File: src/rtl/memgame_pkg.sv
// Shared types and constants for the memory game: state encoding, memory geometry
// and seven-segment codes used by the hex display decoder.
package memgame_pkg;

    localparam int ADDR_W            = 4;
    localparam int DATA_W            = 10;
    localparam int DISPLAY_CYCLE_DEF = 10;
    localparam int TIMEOUT_TICKS_DEF = 50;

    typedef enum logic [2:0] {
        IDLE    = 3'd0,
        SHOW    = 3'd1,
        WAIT_IN = 3'd2,
        FETCH   = 3'd3,
        CHECK   = 3'd4,
        WIN     = 3'd5,
        LOSE    = 3'd6
    } state_t;

    // Active-low segment codes, bit order gfedcba
    localparam logic [6:0] SEG_G    = 7'b1000010;
    localparam logic [6:0] SEG_O    = 7'b1000000;
    localparam logic [6:0] SEG_I    = 7'b1111001;
    localparam logic [6:0] SEG_N    = 7'b0101011;
    localparam logic [6:0] SEG_NONE = 7'b1111111;

endpackage

File: src/rtl/round_controller_if.sv
// Pattern memory port; the round controller is the only master, the 16x10 RAM the slave.
interface round_controller_if;
    import memgame_pkg::*;

    logic              mem_we;
    logic [ADDR_W-1:0] mem_addr;
    logic [DATA_W-1:0] mem_wdata;
    logic [DATA_W-1:0] mem_rdata;

    modport master (output mem_we, output mem_addr, output mem_wdata, input mem_rdata);
    modport slave  (input mem_we, input mem_addr, input mem_wdata, output mem_rdata);

endinterface

File: src/rtl/round_controller_key_edge_detect.sv
// Two-flop synchroniser for an active-low push button plus a one-clk press pulse
// on the falling edge of the synchronised level.
module key_edge_detect (
    input  logic clk,
    input  logic resetn,
    input  logic key_n,
    output logic press_p
);

    logic sync1;
    logic sync2;
    logic sync3;

    always_ff @(posedge clk or negedge resetn) begin
        if (!resetn) begin
            sync1 <= 1'b0;
            sync2 <= 1'b0;
            sync3 <= 1'b0;
        end else begin
            sync1 <= key_n;
            sync2 <= sync1;
            sync3 <= sync2;
        end
    end

    // Flops clear to 0, so a released key after reset looks like a rising edge: no pulse
    assign press_p = sync3 & ~sync2;

endmodule

File: src/rtl/round_controller.sv
// Memory game round sequencer: SHOW stores and displays a random pattern, RECALL checks
// player entries against it. Macro ROUND_TIMEOUT_EN adds a game_tick timeout in WAIT_IN.
//
//  state   | meaning
//  IDLE    | waiting for start press, LEDs dark
//  SHOW    | one random value written and shown per game_tick
//  WAIT_IN | LEDs echo switches, waiting for confirm
//  FETCH   | read latency of the pattern memory
//  CHECK   | compare stored value with the latched guess
//  WIN     | all entries correct, LEDs all on, wait for start
//  LOSE    | wrong entry (or timeout), LEDs dark, wait for start
module round_controller
    import memgame_pkg::*;
#(
    parameter int DISPLAY_CYCLE = DISPLAY_CYCLE_DEF
`ifdef ROUND_TIMEOUT_EN
    ,
    parameter int TIMEOUT_TICKS = TIMEOUT_TICKS_DEF
`endif
) (
    input  logic               clk,
    input  logic               resetn,
    input  logic               game_tick,
    input  logic               start_key,
    input  logic               confirm_key,
    input  logic [DATA_W-1:0]  sw,
    input  logic [DATA_W-1:0]  randnum,
    round_controller_if.master mem,
    output logic [DATA_W-1:0]  led,
    output logic [3:0]         score,
    output logic [2:0]         state,
    output logic               win,
    output logic               lose
);

    localparam logic [ADDR_W-1:0] LAST_IDX = ADDR_W'(DISPLAY_CYCLE - 1);

    state_t            cur_st;
    state_t            nxt_st;
    logic [ADDR_W-1:0] idx;
    logic [DATA_W-1:0] guess;
    logic              start_p;
    logic              confirm_p;
    logic              last_idx;
    logic              match;
    logic              timeout_hit;

    key_edge_detect u_start_edge (
        .clk     (clk),
        .resetn  (resetn),
        .key_n   (start_key),
        .press_p (start_p)
    );

    key_edge_detect u_confirm_edge (
        .clk     (clk),
        .resetn  (resetn),
        .key_n   (confirm_key),
        .press_p (confirm_p)
    );

    assign last_idx = (idx == LAST_IDX);
    assign match    = (mem.mem_rdata == guess);
    assign state    = cur_st;
    // idx only moves in SHOW and CHECK, so it doubles as the read address during FETCH
    assign mem.mem_addr = idx;

`ifdef ROUND_TIMEOUT_EN
    localparam logic [5:0] TO_LAST = 6'(TIMEOUT_TICKS - 1);

    logic [5:0] tick_cnt;

    // Held at zero outside WAIT_IN, so every entry into WAIT_IN starts a fresh count
    always_ff @(posedge clk or negedge resetn) begin
        if (!resetn) begin
            tick_cnt <= '0;
        end else if (cur_st != WAIT_IN) begin
            tick_cnt <= '0;
        end else if (game_tick) begin
            tick_cnt <= tick_cnt + 6'd1;
        end
    end

    assign timeout_hit = (cur_st == WAIT_IN) && game_tick && (tick_cnt == TO_LAST);
`else
    assign timeout_hit = 1'b0;
`endif

    always_ff @(posedge clk or negedge resetn) begin
        if (!resetn) begin
            cur_st <= IDLE;
        end else begin
            cur_st <= nxt_st;
        end
    end

    always_comb begin
        nxt_st        = cur_st;
        mem.mem_we    = 1'b0;
        mem.mem_wdata = '0;
        case (cur_st)
            IDLE: begin
                if (start_p) nxt_st = SHOW;
            end
            SHOW: begin
                if (game_tick) begin
                    mem.mem_we    = 1'b1;
                    mem.mem_wdata = randnum;
                    if (last_idx) nxt_st = WAIT_IN;
                end
            end
            WAIT_IN: begin
                // A confirm on the final timeout tick still counts as an entry
                if (confirm_p)        nxt_st = FETCH;
                else if (timeout_hit) nxt_st = LOSE;
            end
            FETCH: begin
                nxt_st = CHECK;
            end
            CHECK: begin
                if (!match)        nxt_st = LOSE;
                else if (last_idx) nxt_st = WIN;
                else               nxt_st = WAIT_IN;
            end
            WIN, LOSE: begin
                if (start_p) nxt_st = SHOW;
            end
            default: nxt_st = IDLE;
        endcase
    end

    always_ff @(posedge clk or negedge resetn) begin
        if (!resetn) begin
            idx   <= '0;
            guess <= '0;
            led   <= '0;
            score <= '0;
            win   <= 1'b0;
            lose  <= 1'b0;
        end else begin
            case (cur_st)
                IDLE: begin
                    led <= '0;
                    if (start_p) begin
                        idx   <= '0;
                        score <= '0;
                    end
                end
                SHOW: begin
                    if (game_tick) begin
                        if (last_idx) begin
                            idx <= '0;
                            led <= '0;
                        end else begin
                            idx <= idx + 4'd1;
                            led <= randnum;
                        end
                    end
                end
                WAIT_IN: begin
                    led <= sw;
                    if (confirm_p) begin
                        guess <= sw;
                    end else if (timeout_hit) begin
                        lose <= 1'b1;
                        led  <= '0;
                    end
                end
                CHECK: begin
                    if (match) begin
                        if (score != 4'd15) score <= score + 4'd1;
                        if (last_idx) begin
                            win <= 1'b1;
                            led <= '1;
                        end else begin
                            idx <= idx + 4'd1;
                        end
                    end else begin
                        lose <= 1'b1;
                        led  <= '0;
                    end
                end
                WIN, LOSE: begin
                    if (start_p) begin
                        win   <= 1'b0;
                        lose  <= 1'b0;
                        score <= '0;
                        idx   <= '0;
                        led   <= '0;
                    end
                end
                default: ;
            endcase
        end
    end

endmodule

File: src/flat_wrapper.sv
// flat-port wrapper written by rule: the top's interface ports become plain ports
module round_controller_flat import memgame_pkg::*;
#(
    parameter int DISPLAY_CYCLE = DISPLAY_CYCLE_DEF

)
  (clk, resetn, game_tick, start_key, confirm_key, sw, randnum, led, score, state, win, lose, mem_mem_we, mem_mem_addr, mem_mem_wdata, mem_mem_rdata);
  round_controller_if mem_i ();
  input  logic clk;
  input  logic resetn;
  input  logic game_tick;
  input  logic start_key;
  input  logic confirm_key;
  input  logic [DATA_W-1:0] sw;
  input  logic [DATA_W-1:0] randnum;
  output logic [DATA_W-1:0] led;
  output logic [3:0] score;
  output logic [2:0] state;
  output logic win;
  output logic lose;
  output wire logic [$bits(mem_i.mem_we)-1:0] mem_mem_we;
  output wire logic [$bits(mem_i.mem_addr)-1:0] mem_mem_addr;
  output wire logic [$bits(mem_i.mem_wdata)-1:0] mem_mem_wdata;
  input wire logic [$bits(mem_i.mem_rdata)-1:0] mem_mem_rdata;
  assign mem_mem_we = mem_i.mem_we;
  assign mem_mem_addr = mem_i.mem_addr;
  assign mem_mem_wdata = mem_i.mem_wdata;
  assign mem_i.mem_rdata = mem_mem_rdata;
  round_controller #(.DISPLAY_CYCLE(DISPLAY_CYCLE)) u_core (.clk(clk), .resetn(resetn), .game_tick(game_tick), .start_key(start_key), .confirm_key(confirm_key), .sw(sw), .randnum(randnum), .mem(mem_i), .led(led), .score(score), .state(state), .win(win), .lose(lose));
endmodule
File: config.mk
export PLATFORM = sky130hd
export DESIGN_NAME = round_controller_flat
export DESIGN_NICKNAME = d
export VERILOG_FILES = /design/src/rtl/memgame_pkg.sv /design/src/rtl/round_controller_if.sv /design/src/rtl/round_controller_key_edge_detect.sv /design/src/rtl/round_controller.sv /design/src/flat_wrapper.sv
export SDC_FILE = /design/constraint.sdc
export NUM_CORES = 1
export LEC_CHECK = 0
export ABC_AREA = 1
export CORE_MARGIN = 3
export CORE_UTILIZATION = 42
export DETAILED_ROUTE_END_ITERATION = 10
export PLACE_DENSITY = 0.83
export SYNTH_ARGS = -nofsm -noshare
export SYNTH_HDL_FRONTEND = slang
export SYNTH_SLANG_ARGS = --single-unit
File: constraint.sdc
create_clock -name clk -period 1.6 [get_ports clk]
set_clock_uncertainty 0.05 [all_clocks]
set_input_delay 0.32 -clock clk [delete_from_list [all_inputs] [get_ports clk]]
set_output_delay 0.32 -clock clk [all_outputs]
set_load 0.05 [all_outputs]
==> impl_metrics.ini <==
[status]
outcome = finished, violations left
violations = setup timing

[global_route]
use_met3_pct = 4.82
gr-max-usage-layer = met2
track_usage_pct = 24.1
antenna_found_initial = 0
use_met2_pct = 42.6
grt_util_met1_pct = 27.5
grt_max_degree = 26
grt_first_pass_wirelength_mm = 11.5
gr-total-overflow = 0
grt_pass1_vias = 2453

[timing]
period_share_pct = 114
post-route-min-period_ns = 1.83
rsz0062_at_grt = yes
setup_viol = 41
worst_pin_slew_ns = 0.588
hold_viol_final = 0
fin_ws_ns = -0.227
fin_tns_setup_ns = -4.89
slew_headroom_pct = 60.8
clock.fmax_ghz = 0.547
slew_violations = 0

[logic_synthesis]
synth-seq-area-share_pct = 44.4
synthCells = 297
syn_nets = 335
ys_types = 28
synth_area_per_cell_um2 = 7.40
ys_seq_elements = 39
yosysWarnings = 0
netlist_area_um2 = 2200

[worst_setup_path]
cp_max_fo = 7
end_kind = primary output
ff2ff_setup_slack_ns = -0.16
timing.rr.end = u_core.score[3]
startpoint_type = register
criticalPathCategory = reg2out
arrival_ns = 1.46
rr_worst_depth = 12
worstPathRequired_ns = 1.23
r2r_start = u_core.state[1]

[placement]
dp.cells = 453
io_buffers = 68
place_congestion = 0.862
dp_hpwl_mm = 5.20

[finish]
syn2layout_area_growth_pct = 87.1
final_cell_mix = nand2_1, buf_12, dfrtp_1, buf_4, clkdlybuf4s50_1
nNetsFinal = 450
final_common_cell = nand2_1
diodes = 0
drive_above_1_share_pct = 41.9
nFillCells = 239
fin_cells = 480

[detailed_routing]
drt_iter0_drc = 323
totalWireLength_mm = 9.44
dr_total_vias = 2714
first_pass_iters = 5
avgRoutedWirePerCell_um = 19.7
viasPerCell = 5.65
post-route-drc-count = 0
antenna_left = 0

[clocking]
clock_sinks = 39
path_clk_slew_ns = 0.07
cts_tree = yes
cts_max_level = 2
numCtsBuffers = 5
root_buffer = clkbuf_8
cts_max_path_buffers = 2
clk_latency_ns = 0.31

[min_path]
holdPathEnd = u_core.u_start_edge.sync2
hold_class = reg2reg
whs_path_depth = 0
hold_path.startpoint = u_core.u_start_edge.sync1

[floorplan]
die_y_um = 78.3
initial_core_util_pct = 45.0
die_area_um2 = 6130
die_x_um = 78.3
core-area_um2 = 4880
core.rowCount = 25
ios = 69

[run]
maxCapViolCount = 0

[power]
vdd.ir_drop.worst_mv = 1.56
p_leak_nw = 2.01
p_per_area_nw_per_um2 = 1970
power by group:
part           switching, mW  leakage (nW)  internal [mW]
clock                  0.366        0.0484          0.353
combinational           3.23          1.48           2.47
sequential             0.336         0.482           1.33
logic make-up (layout without fill, tap and decap cells):
family	Yosys count	after routing	synth area share, %
AOI/OAI and AO/OA	11	11	2.79
and+or+nand+nor	191	191	37.0
buffers and inverters	37	153	6.61
adders and majority gates	3	3	1.71
DFF	39	39	44.4
muxes	10	10	5.13
xor gates and xnor gates	6	6	2.39
metrics by stage:
stage	instance area [um2]	setup WS (ns)	util (%)	power [mW]	hold WS [ns]
3_5_place_dp	3590	-0.364	73.5	5.96	0.282
5_1_grt	4110	-0.256	84.2	8.40	0.313
2_1_floorplan	2320	-0.139	-	4.09	-0.0256
6_report	4110	-0.227	84.2	8.09	0.309
4_1_cts	3880	-0.168	79.6	7.19	0.303
3_3_place_gp	3590	-0.292	73.5	5.80	0.276
worst max path at each step:
stage / startpoint / endpoint / slack [ns]
after floorplan: u_core.state[1] / mem_mem_wdata[0] / -0.14
after global placement: mem_mem_rdata[0] / u_core.led[7] / -0.29
after detailed placement: mem_mem_rdata[0] / u_core.led[6] / -0.36
after CTS: u_core.state[1] / mem_mem_wdata[8] / -0.17
after global routing: u_core.state[1] / mem_mem_wdata[9] / -0.26
final: u_core.state[1] / mem_mem_wdata[9] / -0.23
area by class of cell:
| cell class | instances | area (um2) | area share (%) |
|---|---|---|---|
| multi-input combinational | 221 | 1380 | 33.5 |
| clock inverter | 1 | 8.76 | 0.213 |
| tap | 67 | 83.8 | 2.04 |
| sequential | 39 | 985 | 24.0 |
| timing repair buffer | 112 | 1420 | 34.6 |
| clock buffer | 7 | 86.3 | 2.10 |
| inverter | 32 | 136 | 3.32 |
| timing repair inverter | 1 | 7.51 | 0.183 |
state kept, by name (all words and copies together), names as in the netlist:
signal                       flops
u_core.guess                    10
u_core.win                       1
u_core.u_start_edge.sync2        1
u_core.u_confirm_edge.sync1      1
u_core.u_start_edge.sync1        1
u_core.led                      10
u_core.state                     3
u_core.u_start_edge.sync3        1
u_core.mem.mem_addr              4
u_core.score                     4
u_core.u_confirm_edge.sync3      1
u_core.lose                      1
u_core.u_confirm_edge.sync2      1
cells in the mapped netlist (all sizes together):
cell	number	area share (%)
nand4	4	1.1
xor2	2	0.80
o211ai	1	0.34
dfrtp	39	44
inv	30	5.1
nand2	123	22
nor2	34	6.3
o21ai	10	2.4
buf	3	0.80
xnor2	4	1.6
mux2	10	5.1
clkinv	2	0.34
nand3	24	5.7
clkbuf	2	0.34
ha	3	1.7
nor3	2	0.68
or2	4	1.1
layer usage:
layer / up-vias / part of all wire, %
li1: 1153 / -
met1: 1304 / 36
met2: 186 / 50
met3: 71 / 7.0
met4: 0 / 6.7
met5: - / 0
what timing repair did:
item | CTS | global route
hold buffers | 1 | 0
pin swaps | 24 | 14
gates cloned | 2 | 1
endpoints found under the hold margin | 23 | 0
buffers inserted | 10 | 6
endpoints found under the setup margin | 31 | 44
resized for setup | 41 | 49
worst max-delay path: stages (launching register included):
cell     delay (ns)
dfrtp_2        0.42
inv_2          0.07
nand2_2        0.06
nor2_4         0.12
inv_4          0.07
buf_12         0.15
nor2_4         0.11
buf_12         0.15
(Power assumes the default switching activity.)
